<file path="src/rtl/uart_rx_fifo_pkg.sv">
//------------------------------------------------------------------------------
// Module  : uart_rx_fifo_pkg
// Brief   : Register-map bit positions and status-word packing shared by the
//           UART receive buffer and its IO decode.
// Revision: 1.0 - initial release
//------------------------------------------------------------------------------
`default_nettype none

package uart_rx_fifo_pkg;

  // STATUS register bit positions
  localparam int ST_NEMPTY     = 0;
  localparam int ST_OVR        = 1;
  localparam int ST_FULL       = 2;
  localparam int ST_CNT_LSB    = 8;
  localparam int ST_OVRCNT_LSB = 24;

  // CTRL register bit positions (same IO word as STATUS)
  localparam int CTRL_FLUSH    = 0;
  localparam int CTRL_CLR_OVR  = 1;

  // Assemble the STATUS read word from its fields
  function automatic logic [31:0] status_word(input logic [7:0] cnt,
                                              input logic       full,
                                              input logic       ovr,
                                              input logic       nempty,
                                              input logic [7:0] ovr_cnt);
    logic [31:0] s;
    s = '0;
    s[ST_OVRCNT_LSB +: 8] = ovr_cnt;
    s[ST_CNT_LSB +: 8]    = cnt;
    s[ST_FULL]            = full;
    s[ST_OVR]             = ovr;
    s[ST_NEMPTY]          = nempty;
    return s;
  endfunction

endpackage

`default_nettype wire

</file>
<file path="src/rtl/uart_rx_fifo_sync_fifo.sv">
//------------------------------------------------------------------------------
// Module  : sync_fifo
// Brief   : Single-clock FIFO with push/pop/flush, first-word-fall-through
//           output, occupancy count and registered empty flag.
// Revision: 1.0 - initial release
//------------------------------------------------------------------------------
`default_nettype none

module sync_fifo #(
  parameter int DEPTH_LOG2 = 4,
  parameter int DATA_W     = 8
) (
  input  logic                  clk,
  input  logic                  reset,
  input  logic                  push,
  input  logic                  pop,
  input  logic                  flush,
  input  logic [DATA_W-1:0]     din,
  output logic [DATA_W-1:0]     dout,
  output logic [DEPTH_LOG2:0]   count,
  output logic                  full,
  output logic                  empty
);

  localparam int                DEPTH    = 1 << DEPTH_LOG2;
  localparam logic [DEPTH_LOG2:0] FULL_CNT = (DEPTH_LOG2 + 1)'(DEPTH);

  logic [DATA_W-1:0]     mem [DEPTH];
  logic [DEPTH_LOG2-1:0] rd_ptr;
  logic [DEPTH_LOG2-1:0] wr_ptr;
  logic [DEPTH_LOG2:0]   count_nxt;
  logic                  do_push;
  logic                  do_pop;

  assign full = (count == FULL_CNT);
  assign dout = mem[rd_ptr];

  // Qualify requests: a full FIFO still accepts a push when a pop frees a slot
  always_comb begin
    do_pop    = pop & (count != '0);
    do_push   = push & (~full | do_pop);
    count_nxt = count;
    if (flush)
      count_nxt = '0;
    else if (do_push && !do_pop)
      count_nxt = count + 1'b1;
    else if (do_pop && !do_push)
      count_nxt = count - 1'b1;
  end

  // Storage array; flush or reset discards the incoming word
  always_ff @(posedge clk) begin
    if (!reset && !flush && do_push)
      mem[wr_ptr] <= din;
  end

  // Pointers, occupancy and empty flag
  always_ff @(posedge clk) begin
    if (reset || flush) begin
      rd_ptr <= '0;
      wr_ptr <= '0;
      count  <= '0;
      empty  <= 1'b1;
    end else begin
      if (do_push) wr_ptr <= wr_ptr + 1'b1;
      if (do_pop)  rd_ptr <= rd_ptr + 1'b1;
      count <= count_nxt;
      empty <= (count_nxt == '0);
    end
  end

endmodule

`default_nettype wire

</file>
<file path="src/rtl/uart_rx_fifo.sv">
//------------------------------------------------------------------------------
// Module  : uart_rx_fifo
// Brief   : Memory-mapped UART receive buffer. Captures every uart_rx byte
//           into a FIFO; DATA read pops, STATUS read reports level/flags,
//           CTRL write flushes and/or clears the sticky overrun flag.
//           Optional macro UART_RX_OVERRUN_CNT_EN adds an 8-bit saturating
//           dropped-byte counter visible in STATUS[31:24].
// Revision: 1.0 - initial release
//------------------------------------------------------------------------------
`default_nettype none

module uart_rx_fifo
  import uart_rx_fifo_pkg::*;
#(
  parameter int DEPTH_LOG2 = 4,
  parameter int DATA_W     = 8
) (
  input  logic              clk,
  input  logic              reset,
  input  logic              rx_dv,
  input  logic [DATA_W-1:0] rx_byte,
  input  logic              data_rd,
  input  logic              stat_rd,
  input  logic              ctrl_wr,
  input  logic [31:0]       wdata,
  output logic [31:0]       rdata,
  output logic              rx_nempty
);

  logic [DATA_W-1:0]   fifo_dout;
  logic [DEPTH_LOG2:0] fifo_count;
  logic                fifo_full;
  logic                fifo_empty;
  logic                flush;
  logic                clr_ovr;
  logic                pop_ok;
  logic                drop;
  logic                overrun;
  logic [7:0]          ovr_cnt_w;
  logic [31:0]         status_w;
  logic [31:0]         data_w;
  logic                unused_wdata;

  assign flush   = ctrl_wr & wdata[CTRL_FLUSH];
  assign clr_ovr = ctrl_wr & wdata[CTRL_CLR_OVR];
  assign pop_ok  = data_rd & ~fifo_empty;
  // A byte is lost only when full with no freeing pop; a flush discards it silently
  assign drop    = rx_dv & fifo_full & ~pop_ok & ~flush;

  assign unused_wdata = ^wdata[31:2];

  sync_fifo #(
    .DEPTH_LOG2 (DEPTH_LOG2),
    .DATA_W     (DATA_W)
  ) u_fifo (
    .clk   (clk),
    .reset (reset),
    .push  (rx_dv),
    .pop   (data_rd),
    .flush (flush),
    .din   (rx_byte),
    .dout  (fifo_dout),
    .count (fifo_count),
    .full  (fifo_full),
    .empty (fifo_empty)
  );

  assign rx_nempty = ~fifo_empty;

  // Sticky overrun flag; a new overrun outranks a same-cycle clear
  always_ff @(posedge clk) begin
    if (reset)
      overrun <= 1'b0;
    else if (drop)
      overrun <= 1'b1;
    else if (clr_ovr)
      overrun <= 1'b0;
  end

`ifdef UART_RX_OVERRUN_CNT_EN
  logic [7:0] ovr_cnt;

  // Saturating dropped-byte counter; a clear with a same-cycle drop restarts at 1
  always_ff @(posedge clk) begin
    if (reset)
      ovr_cnt <= 8'd0;
    else if (clr_ovr)
      ovr_cnt <= {7'd0, drop};
    else if (drop && ovr_cnt != 8'hFF)
      ovr_cnt <= ovr_cnt + 8'd1;
  end

  assign ovr_cnt_w = ovr_cnt;
`else
  assign ovr_cnt_w = 8'd0;
`endif

  // Count is reported in an 8-bit field; the cast zero-extends small FIFOs
  assign status_w = status_word(8'(fifo_count), fifo_full, overrun,
                                ~fifo_empty, ovr_cnt_w);
  assign data_w   = 32'({1'b1, fifo_dout});

  // Registered read port, held until the next DATA or STATUS strobe
  always_ff @(posedge clk) begin
    if (reset)
      rdata <= '0;
    else if (data_rd)
      rdata <= (pop_ok && !flush) ? data_w : 32'd0;
    else if (stat_rd)
      rdata <= status_w;
  end

endmodule

`default_nettype wire

</file>
<file path="config.mk">
export PLATFORM = sky130hd
export DESIGN_NAME = uart_rx_fifo
export DESIGN_NICKNAME = d
export VERILOG_FILES = /design/src/rtl/uart_rx_fifo_pkg.sv /design/src/rtl/uart_rx_fifo_sync_fifo.sv /design/src/rtl/uart_rx_fifo.sv
export SDC_FILE = /design/constraint.sdc
export NUM_CORES = 1
export LEC_CHECK = 0
export CORE_UTILIZATION = 60
export DETAILED_ROUTE_END_ITERATION = 7
export HOLD_SLACK_MARGIN = 0.12
export PLACE_DENSITY = 0.93
export SYNTH_ARGS = -nofsm -noshare
export SYNTH_HDL_FRONTEND = slang
export SYNTH_SLANG_ARGS = --single-unit
export TNS_END_PERCENT = 50
</file>
<file path="constraint.sdc">
create_clock -name clk -period 6.55 [get_ports clk]
set_input_delay 0.655 -clock clk [delete_from_list [all_inputs] [get_ports clk]]
set_output_delay 0.655 -clock clk [all_outputs]
set_load 0.05 [all_outputs]
</file>
==> flow_results.xml, run 1 <==
<?xml version="1.0" encoding="UTF-8"?>
<metrics>
  <group name="status">
    <metric name="run_status" unit="">finished, final reports clean</metric>
  </group>
  <group name="die">
    <metric name="fp.dieH" unit="um">106</metric>
    <metric name="floorplan.rows" unit="">37</metric>
    <metric name="top_level_ports" unit="">79</metric>
    <metric name="die_w" unit="um">106</metric>
    <metric name="initial_core_util" unit="%">62.5</metric>
    <metric name="floorplan_core_area" unit="mm^2">0.0105</metric>
    <metric name="design.die.area" unit="mm^2">0.0113</metric>
  </group>
  <group name="routing">
    <metric name="wl_per_cell" unit="um">27.9</metric>
    <metric name="drt_pre_antenna_iters" unit="">6</metric>
    <metric name="drt_wl_total" unit="mm">15.9</metric>
    <metric name="route.antenna.remaining_nets" unit="">0</metric>
    <metric name="number_of_vias_in_the_routed_layout" unit="">3849</metric>
    <metric name="vias_per_cell" unit="">6.75</metric>
    <metric name="drtIter0Drc" unit="">609</metric>
    <metric name="post-route-drc-count" unit="">0</metric>
  </group>
  <group name="grt">
    <metric name="most_congested_layer_reported_by_global_routing" unit="">met2</metric>
    <metric name="antenna_violations_before_repair" unit="">0</metric>
    <metric name="grt_start_max_net_pins" unit="">33</metric>
    <metric name="gr-usage-met2" unit="%">49.6</metric>
    <metric name="grt_util_all_layers" unit="%">30.6</metric>
    <metric name="grtUsageMet3" unit="%">5.95</metric>
    <metric name="first_global_vias" unit="">3908</metric>
    <metric name="global_route.overflow_total" unit="">0</metric>
    <metric name="grtUsageMet1" unit="%">38.0</metric>
    <metric name="wire_length_of_the_first_global_routing_pass" unit="mm">23.8</metric>
  </group>
  <group name="power">
    <metric name="p_leak" unit="nW">2.41</metric>
    <metric name="pwr_density_cell" unit="mW/mm^2">306</metric>
    <metric name="ir_drop" unit="V">0.000279</metric>
    <metric name="finalPower" unit="mW">2.27</metric>
  </group>
  <group name="worst_hold_path">
    <metric name="min_path_type" unit="">flip-flop to flip-flop</metric>
  </group>
  <group name="finish">
    <metric name="num-nets-final" unit="">474</metric>
    <metric name="flow.area_growth_from_synthesis" unit="%">13.4</metric>
    <metric name="layout.cells.most_common" unit="">edfxtp_1</metric>
    <metric name="layout_common_cells" unit="">edfxtp_1 (128), nor2_1 (42), mux4_2 (39), dfxtp_1 (31), clkdlybuf4s50_1 (29)</metric>
    <metric name="fillCellCount" unit="">566</metric>
    <metric name="layout.cells.non_filler" unit="">570</metric>
    <metric name="fraction_of_layout_cells_with_a_size_suffix_above_1" unit="%">18.0</metric>
    <metric name="antennaDiodeCount" unit="">0</metric>
  </group>
  <group name="worst_setup_path">
    <metric name="worst-endpoint-required" unit="ps">6690</metric>
    <metric name="setup.worst_path.end_class" unit="">flip-flop</metric>
    <metric name="setup.worst_path.class" unit="">flip-flop to flip-flop</metric>
    <metric name="ff2ff_setup_slack" unit="ps">3360</metric>
    <metric name="worst_setup_path_start_kind" unit="">flip-flop</metric>
    <metric name="critical_path.max_fanout" unit="">9</metric>
    <metric name="critical_path_at" unit="ps">3340</metric>
  </group>
  <group name="clock_tree">
    <metric name="clkTransAtPathRegs" unit="ps">70</metric>
    <metric name="cts_repair_resize_count" unit="">0</metric>
    <metric name="cts-root-buf" unit="">clkbuf_8</metric>
    <metric name="worst_skew_pair.late_latency" unit="ps">530</metric>
    <metric name="tritoncts" unit="">built</metric>
    <metric name="cts_sinks" unit="">160</metric>
    <metric name="ctsLongestPathBuffers" unit="">2</metric>
    <metric name="post_cts_buffers" unit="">0</metric>
    <metric name="holdBufCountCts" unit="">0</metric>
    <metric name="total_number_of_h_tree_levels" unit="">4</metric>
    <metric name="numCtsBuffers" unit="">17</metric>
  </group>
  <group name="place">
    <metric name="numPortBuffers" unit="">29</metric>
    <metric name="finalWeightedCongestion" unit="">0.915</metric>
    <metric name="dp.cells" unit="">538</metric>
    <metric name="post-dp-hpwl" unit="mm">8.18</metric>
  </group>
  <group name="synth">
    <metric name="yosysWarnings" unit="">0</metric>
    <metric name="yosys.area.top_type" unit="">edfxtp_1</metric>
    <metric name="synth-seq-cells" unit="">160</metric>
    <metric name="yosysSeqAreaShare" unit="%">68.6</metric>
    <metric name="synth.avg_cell_area" unit="um^2">16.7</metric>
    <metric name="synthCells" unit="">391</metric>
    <metric name="synthesis.area" unit="mm^2">0.00654</metric>
    <metric name="ys_top_cells_by_area" unit="">edfxtp_1 (59%), mux4_2 (13%), dfxtp_1 (9.8%)</metric>
    <metric name="synth.lib_cells_used.distinct" unit="">45</metric>
    <metric name="synth_largest_type_area_fraction" unit="%">58.8</metric>
  </group>
  <group name="timing">
    <metric name="timing.final.hold_violations" unit="">0</metric>
    <metric name="timing.fmax" unit="GHz">0.313</metric>
    <metric name="fin_worst_skew" unit="ps">8.23</metric>
    <metric name="rsz0062_at_grt" unit="">no</metric>
    <metric name="setup-tns-final" unit="ps">0</metric>
    <metric name="timing.final.setup_violations" unit="">0</metric>
    <metric name="min_period_over_period" unit="%">48.8</metric>
    <metric name="worst-slew-pin-transition" unit="ps">1200</metric>
    <metric name="final-max-slew-violation-count" unit="">0</metric>
    <metric name="headroom_to_the_max_slew_limit" unit="%">19.6</metric>
    <metric name="period_minus_slack" unit="ps">3200</metric>
  </group>
  <group name="flow_run">
    <metric name="cap_viol_max_count" unit="">0</metric>
  </group>
</metrics>
[through the flow]
stage / instance area [um^2] / hold slack [ps] / setup slack, ps / util, %
floorplan: 6610 / 453 / 4320 / -
global placement: 6850 / 456 / 3250 / 65.5
detailed placement: 6850 / 473 / 3140 / 65.5
CTS: 7420 / 487 / 3470 / 70.9
global route: 7420 / 502 / 3290 / 70.9
finish: 7420 / 490 / 3360 / 70.9
[path summary, 6_finish.rpt]
kind	from	to	depth (start not counted)
worst max-delay path	u_fifo.count[0]	u_fifo.mem[4][4]	6
worst min-delay path	rdata[4]	rdata[4]	1
worst max register to register	u_fifo.count[0]	u_fifo.mem[4][4]	6
worst min register to register	rdata[4]	rdata[4]	1
[state kept, by name, indices dropped and copies added (netlist names), named ones only]
signal	cells
overrun	1
rdata	13
u_fifo.count	5
u_fifo.empty	1
u_fifo.mem	128
u_fifo.rd_ptr	4
u_fifo.wr_ptr	4
[Yosys cell counts (all sizes together)]
cell and number:
nand4b 2, clkbuf 12, mux2 1, a21o 1, nand4bb 1, a22o 5
or3 2, inv 10, nand2 13, edfxtp 128, ha 7, xor2 4
a211oi 3, nor2 42, a32oi 1, nor4b 1, nand3b 2, nand3 3
nor3 4, a2111oi 2, or2 1, a21oi 10, nor3b 2, a31oi 2
xnor2 4, a41oi 1, o21a 1, nor4 1, o211ai 1, mux4 39
nand4 2, o21ai 5, conb 1, or3b 1, nor2b 2, mux2i 9
buf 26, nand2b 2, o311ai 2, o21bai 1, o2111ai 2, dfxtp 32
[metal layers]
metal  vias up  wire, um
met1      1930      5730
met3        69      1250
met2       306      8020
met5         -         0
li1       1544         -
met4         0       901
[cell type report]
class	count	area (um^2)	area share [%]
clock buffers	19	442	5.95
flip-flops and latches	160	4490	60.5
clock inverters	13	128	1.72
repair buffers	31	305	4.12
multi-input cells	201	1850	24.9
well taps	136	170	2.29
inverters	10	37.5	0.506
[kinds of logic after synthesis]
group / count (synthesis) / share of synthesized area (%)
and+or+nand+nor: 81 / 5.91
other: 1 / 0.0573
DFF: 160 / 68.6
AOI/OAI and AO/OA: 37 / 3.88
muxes: 49 / 15.0
adders and majority gates: 7 / 1.34
buffers and inverters: 48 / 4.21
xor gates and xnor gates: 8 / 1.07
[worst max-delay path, cell delays in order (launching register included)]
cell and delay (ps):
dfxtp_1 550, inv_1 200, ha_1 300, nand4bb_1 240, o21a_1 360, nand2_1 200, nor2_1 950
[report_power, final]
| group | total, mW | leakage, nW | internal [mW] | switching [mW] |
|---|---|---|---|---|
| Clock | 0.955 | 0.283 | 0.534 | 0.421 |
| Sequential | 1.12 | 1.41 | 1.11 | 0.0134 |
| Combinational | 0.195 | 0.711 | 0.0705 | 0.124 |
| Total | 2.27 | 2.41 | 1.71 | 0.559 |
Power figures use the tool's default switching activity.
==> inputs of run 2 (changes only) <==
--- a/config.mk
+++ b/config.mk
@@ -5,10 +5,10 @@
 export SDC_FILE = /design/constraint.sdc
 export NUM_CORES = 1
 export LEC_CHECK = 0
-export CORE_UTILIZATION = 60
+export CORE_UTILIZATION = 50
 export DETAILED_ROUTE_END_ITERATION = 7
 export HOLD_SLACK_MARGIN = 0.12
-export PLACE_DENSITY = 0.93
+export PLACE_DENSITY = 0.84
 export SYNTH_ARGS = -nofsm -noshare
 export SYNTH_HDL_FRONTEND = slang
 export SYNTH_SLANG_ARGS = --single-unit
==> constraint.sdc (replaced) <==
create_clock -name clk -period 2.67 [get_ports clk]
set_input_delay 0.267 -clock clk [delete_from_list [all_inputs] [get_ports clk]]
set_output_delay 0.267 -clock clk [all_outputs]
set_load 0.05 [all_outputs]
==> run 2 against run 1 <==
Sequential cell count unchanged; clock skew is 3.4 ps higher; clock power is 150% higher; maximum frequency up 29%; critical path depth increased by 1; final area rose by 4.0%; sequential share of layout area is 2.4 points lower; worst setup slack lost 3200 ps; critical endpoint is now u_fifo.mem[1][1]; highest routed layer unchanged.
==> flow_results.xml, run 2 (synthesized netlist as in run 1, its figures left out) <==
<?xml version="1.0" encoding="UTF-8"?>
<metrics>
  <group name="routing">
    <metric name="drt_wl_total" unit="mm">13.5</metric>
    <metric name="post-route-drc-count" unit="">0</metric>
    <metric name="drtIter0Drc" unit="">476</metric>
    <metric name="drt_pre_antenna_iters" unit="">5</metric>
    <metric name="wl_per_cell" unit="um">21.2</metric>
    <metric name="vias_per_cell" unit="">5.80</metric>
    <metric name="number_of_vias_in_the_routed_layout" unit="">3681</metric>
    <metric name="route.antenna.remaining_nets" unit="">0</metric>
  </group>
  <group name="finish">
    <metric name="antennaDiodeCount" unit="">0</metric>
    <metric name="largestRegisters" unit="">u_fifo.mem (128), rdata (13), u_fifo.count (5)</metric>
    <metric name="layout.cells.most_common" unit="">edfxtp_1</metric>
    <metric name="layout_common_cells" unit="">edfxtp_1 (128), nor2_1 (42), mux4_2 (39), dfxtp_1 (31), buf_4 (30)</metric>
    <metric name="finalInstanceArea" unit="mm^2">0.00772</metric>
    <metric name="num-nets-final" unit="">504</metric>
    <metric name="flow.area_growth_from_synthesis" unit="%">18.0</metric>
    <metric name="registers.top_by_ff_count" unit="">u_fifo.mem</metric>
    <metric name="largest_register_ffs" unit="">128</metric>
    <metric name="fraction_of_layout_cells_with_a_size_suffix_above_1" unit="%">22.5</metric>
  </group>
  <group name="die">
    <metric name="fp.dieH" unit="um">116</metric>
    <metric name="floorplan_core_area" unit="mm^2">0.0127</metric>
    <metric name="die_w" unit="um">116</metric>
    <metric name="design.die.area" unit="mm^2">0.0135</metric>
    <metric name="top_level_ports" unit="">79</metric>
    <metric name="floorplan.rows" unit="">41</metric>
    <metric name="initial_core_util" unit="%">51.6</metric>
  </group>
  <group name="grt">
    <metric name="global_route.overflow_total" unit="">0</metric>
    <metric name="gr-usage-met2" unit="%">35.5</metric>
    <metric name="grt_start_max_net_pins" unit="">30</metric>
    <metric name="most_congested_layer_reported_by_global_routing" unit="">met2</metric>
    <metric name="first_global_vias" unit="">3718</metric>
    <metric name="antenna_violations_before_repair" unit="">0</metric>
    <metric name="grt_util_all_layers" unit="%">22.1</metric>
    <metric name="grtUsageMet1" unit="%">27.9</metric>
    <metric name="grtUsageMet3" unit="%">6.69</metric>
    <metric name="wire_length_of_the_first_global_routing_pass" unit="mm">20.7</metric>
  </group>
  <group name="worst_hold_path">
    <metric name="min_path_type" unit="">flip-flop to flip-flop</metric>
  </group>
  <group name="place">
    <metric name="place_area" unit="mm^2">0.00714</metric>
    <metric name="finalWeightedCongestion" unit="">0.859</metric>
    <metric name="numPortBuffers" unit="">29</metric>
    <metric name="post-dp-hpwl" unit="mm">8.56</metric>
  </group>
  <group name="worst_setup_path">
    <metric name="worstReg2RegStart" unit="">u_fifo.count[0]</metric>
    <metric name="worst_setup_path_start_kind" unit="">flip-flop</metric>
    <metric name="setup.worst_path.end_class" unit="">flip-flop</metric>
    <metric name="worst-r2r-cell-count" unit="">7</metric>
    <metric name="critical_path_at" unit="ps">2610</metric>
    <metric name="worst-endpoint-required" unit="ps">2800</metric>
    <metric name="ff2ff_setup_slack" unit="ps">190</metric>
    <metric name="r2r-end" unit="">u_fifo.mem[1][1]</metric>
    <metric name="setup.worst_path.class" unit="">flip-flop to flip-flop</metric>
    <metric name="worst_setup_path_startpoint" unit="">u_fifo.count[0]</metric>
    <metric name="critical_path.max_fanout" unit="">9</metric>
    <metric name="setup.worst_path.end" unit="">u_fifo.mem[1][1]</metric>
  </group>
  <group name="clock_tree">
    <metric name="clkTransAtPathRegs" unit="ps">60</metric>
    <metric name="holdBufCountCts" unit="">0</metric>
    <metric name="cts-root-buf" unit="">clkbuf_16</metric>
    <metric name="numCtsBuffers" unit="">17</metric>
    <metric name="cts_repair_resize_count" unit="">0</metric>
    <metric name="tritoncts" unit="">built</metric>
    <metric name="cts_sinks" unit="">160</metric>
    <metric name="post_cts_buffers" unit="">0</metric>
    <metric name="total_number_of_h_tree_levels" unit="">4</metric>
    <metric name="ctsLongestPathBuffers" unit="">2</metric>
    <metric name="worst_skew_pair.late_latency" unit="ps">430</metric>
  </group>
  <group name="timing">
    <metric name="timing.final.setup_violations" unit="">0</metric>
    <metric name="period_minus_slack" unit="ps">2480</metric>
    <metric name="min_period_over_period" unit="%">93.0</metric>
    <metric name="timing.fmax" unit="GHz">0.403</metric>
    <metric name="worst-slew-pin-transition" unit="ps">682</metric>
    <metric name="setup-tns-final" unit="ps">0</metric>
    <metric name="fin_worst_skew" unit="ps">11.6</metric>
    <metric name="rsz0062_at_grt" unit="">no</metric>
    <metric name="headroom_to_the_max_slew_limit" unit="%">54.4</metric>
    <metric name="timing.final.hold_violations" unit="">0</metric>
    <metric name="final-max-slew-violation-count" unit="">0</metric>
  </group>
  <group name="status">
    <metric name="run_status" unit="">finished, final reports clean</metric>
  </group>
  <group name="power">
    <metric name="p_leak" unit="nW">2.58</metric>
    <metric name="pwr_density_cell" unit="mW/mm^2">724</metric>
    <metric name="ir_drop" unit="V">0.000527</metric>
  </group>
  <group name="flow_run">
    <metric name="cap_viol_max_count" unit="">0</metric>
  </group>
</metrics>
[run 2: worst min path at each step]
stage	from	endpoint	slack, ps	depth (start not counted)
after CTS	wdata[1]	overrun	500	4
final	rdata[4]	rdata[4]	490	1
after global routing	rdata[7]	rdata[7]	530	1
after global placement	rdata[7]	rdata[7]	480	1
after detailed placement	rdata[7]	rdata[7]	500	1
after floorplan	reset	rdata[8]	340	1
[run 2: report_power, final]
part / switching [mW] / internal (mW) / leakage, nW
combinational: 0.283 / 0.191 / 0.878
clock: 0.930 / 1.42 / 0.285
sequential: 0.0389 / 2.72 / 1.41
[run 2: layer usage]
metal | share of wire (%) | up-vias
met1 | 41 | 1852
met4 | 2.5 | 0
met2 | 50 | 192
li1 | - | 1601
met3 | 7.1 | 36
met5 | 0 | -
[run 2: final cells by class]
| type | instances | area, um^2 |
|---|---|---|
| clock buffers | 22 | 464 |
| clock inverters | 9 | 110 |
| fillers | 888 | 4950 |
| inverters | 10 | 37.5 |
| multi-input cells | 201 | 1850 |
| flip-flops and latches | 160 | 4490 |
| well taps | 172 | 215 |
| repair buffers | 61 | 556 |
[run 2: worst max-delay path, cell delays in order (launching register included)]
cell	delay (ps)
dfxtp_1	480
inv_1	190
ha_1	290
nand4bb_1	240
o21a_1	320
nand2_1	170
nor2_1	260
buf_4	230
[run 2: through the flow]
stage          hold slack [ps]  utilization (%)  instances  setup WS, ps  total power, mW
5_1_grt                    529             60.9        635          83.5             5.76
3_5_place_dp               498             56.4        604           306             3.28
2_1_floorplan              336                -        409           435             3.16
4_1_cts                    498             60.9        635           236             5.62
3_3_place_gp               475             56.4        604           400             3.26
6_report                   493             60.9        635           187             5.59
==> inputs of run 3 (changes only) <==
--- a/config.mk
+++ b/config.mk
@@ -7,6 +7,7 @@
 export LEC_CHECK = 0
 export CORE_UTILIZATION = 50
 export DETAILED_ROUTE_END_ITERATION = 7
+export GPL_TIMING_DRIVEN = 1
 export HOLD_SLACK_MARGIN = 0.12
 export PLACE_DENSITY = 0.84
 export SYNTH_ARGS = -nofsm -noshare
==> results of run 3 <==
The final DEF is identical to that of run 2; final timing and power are the same.
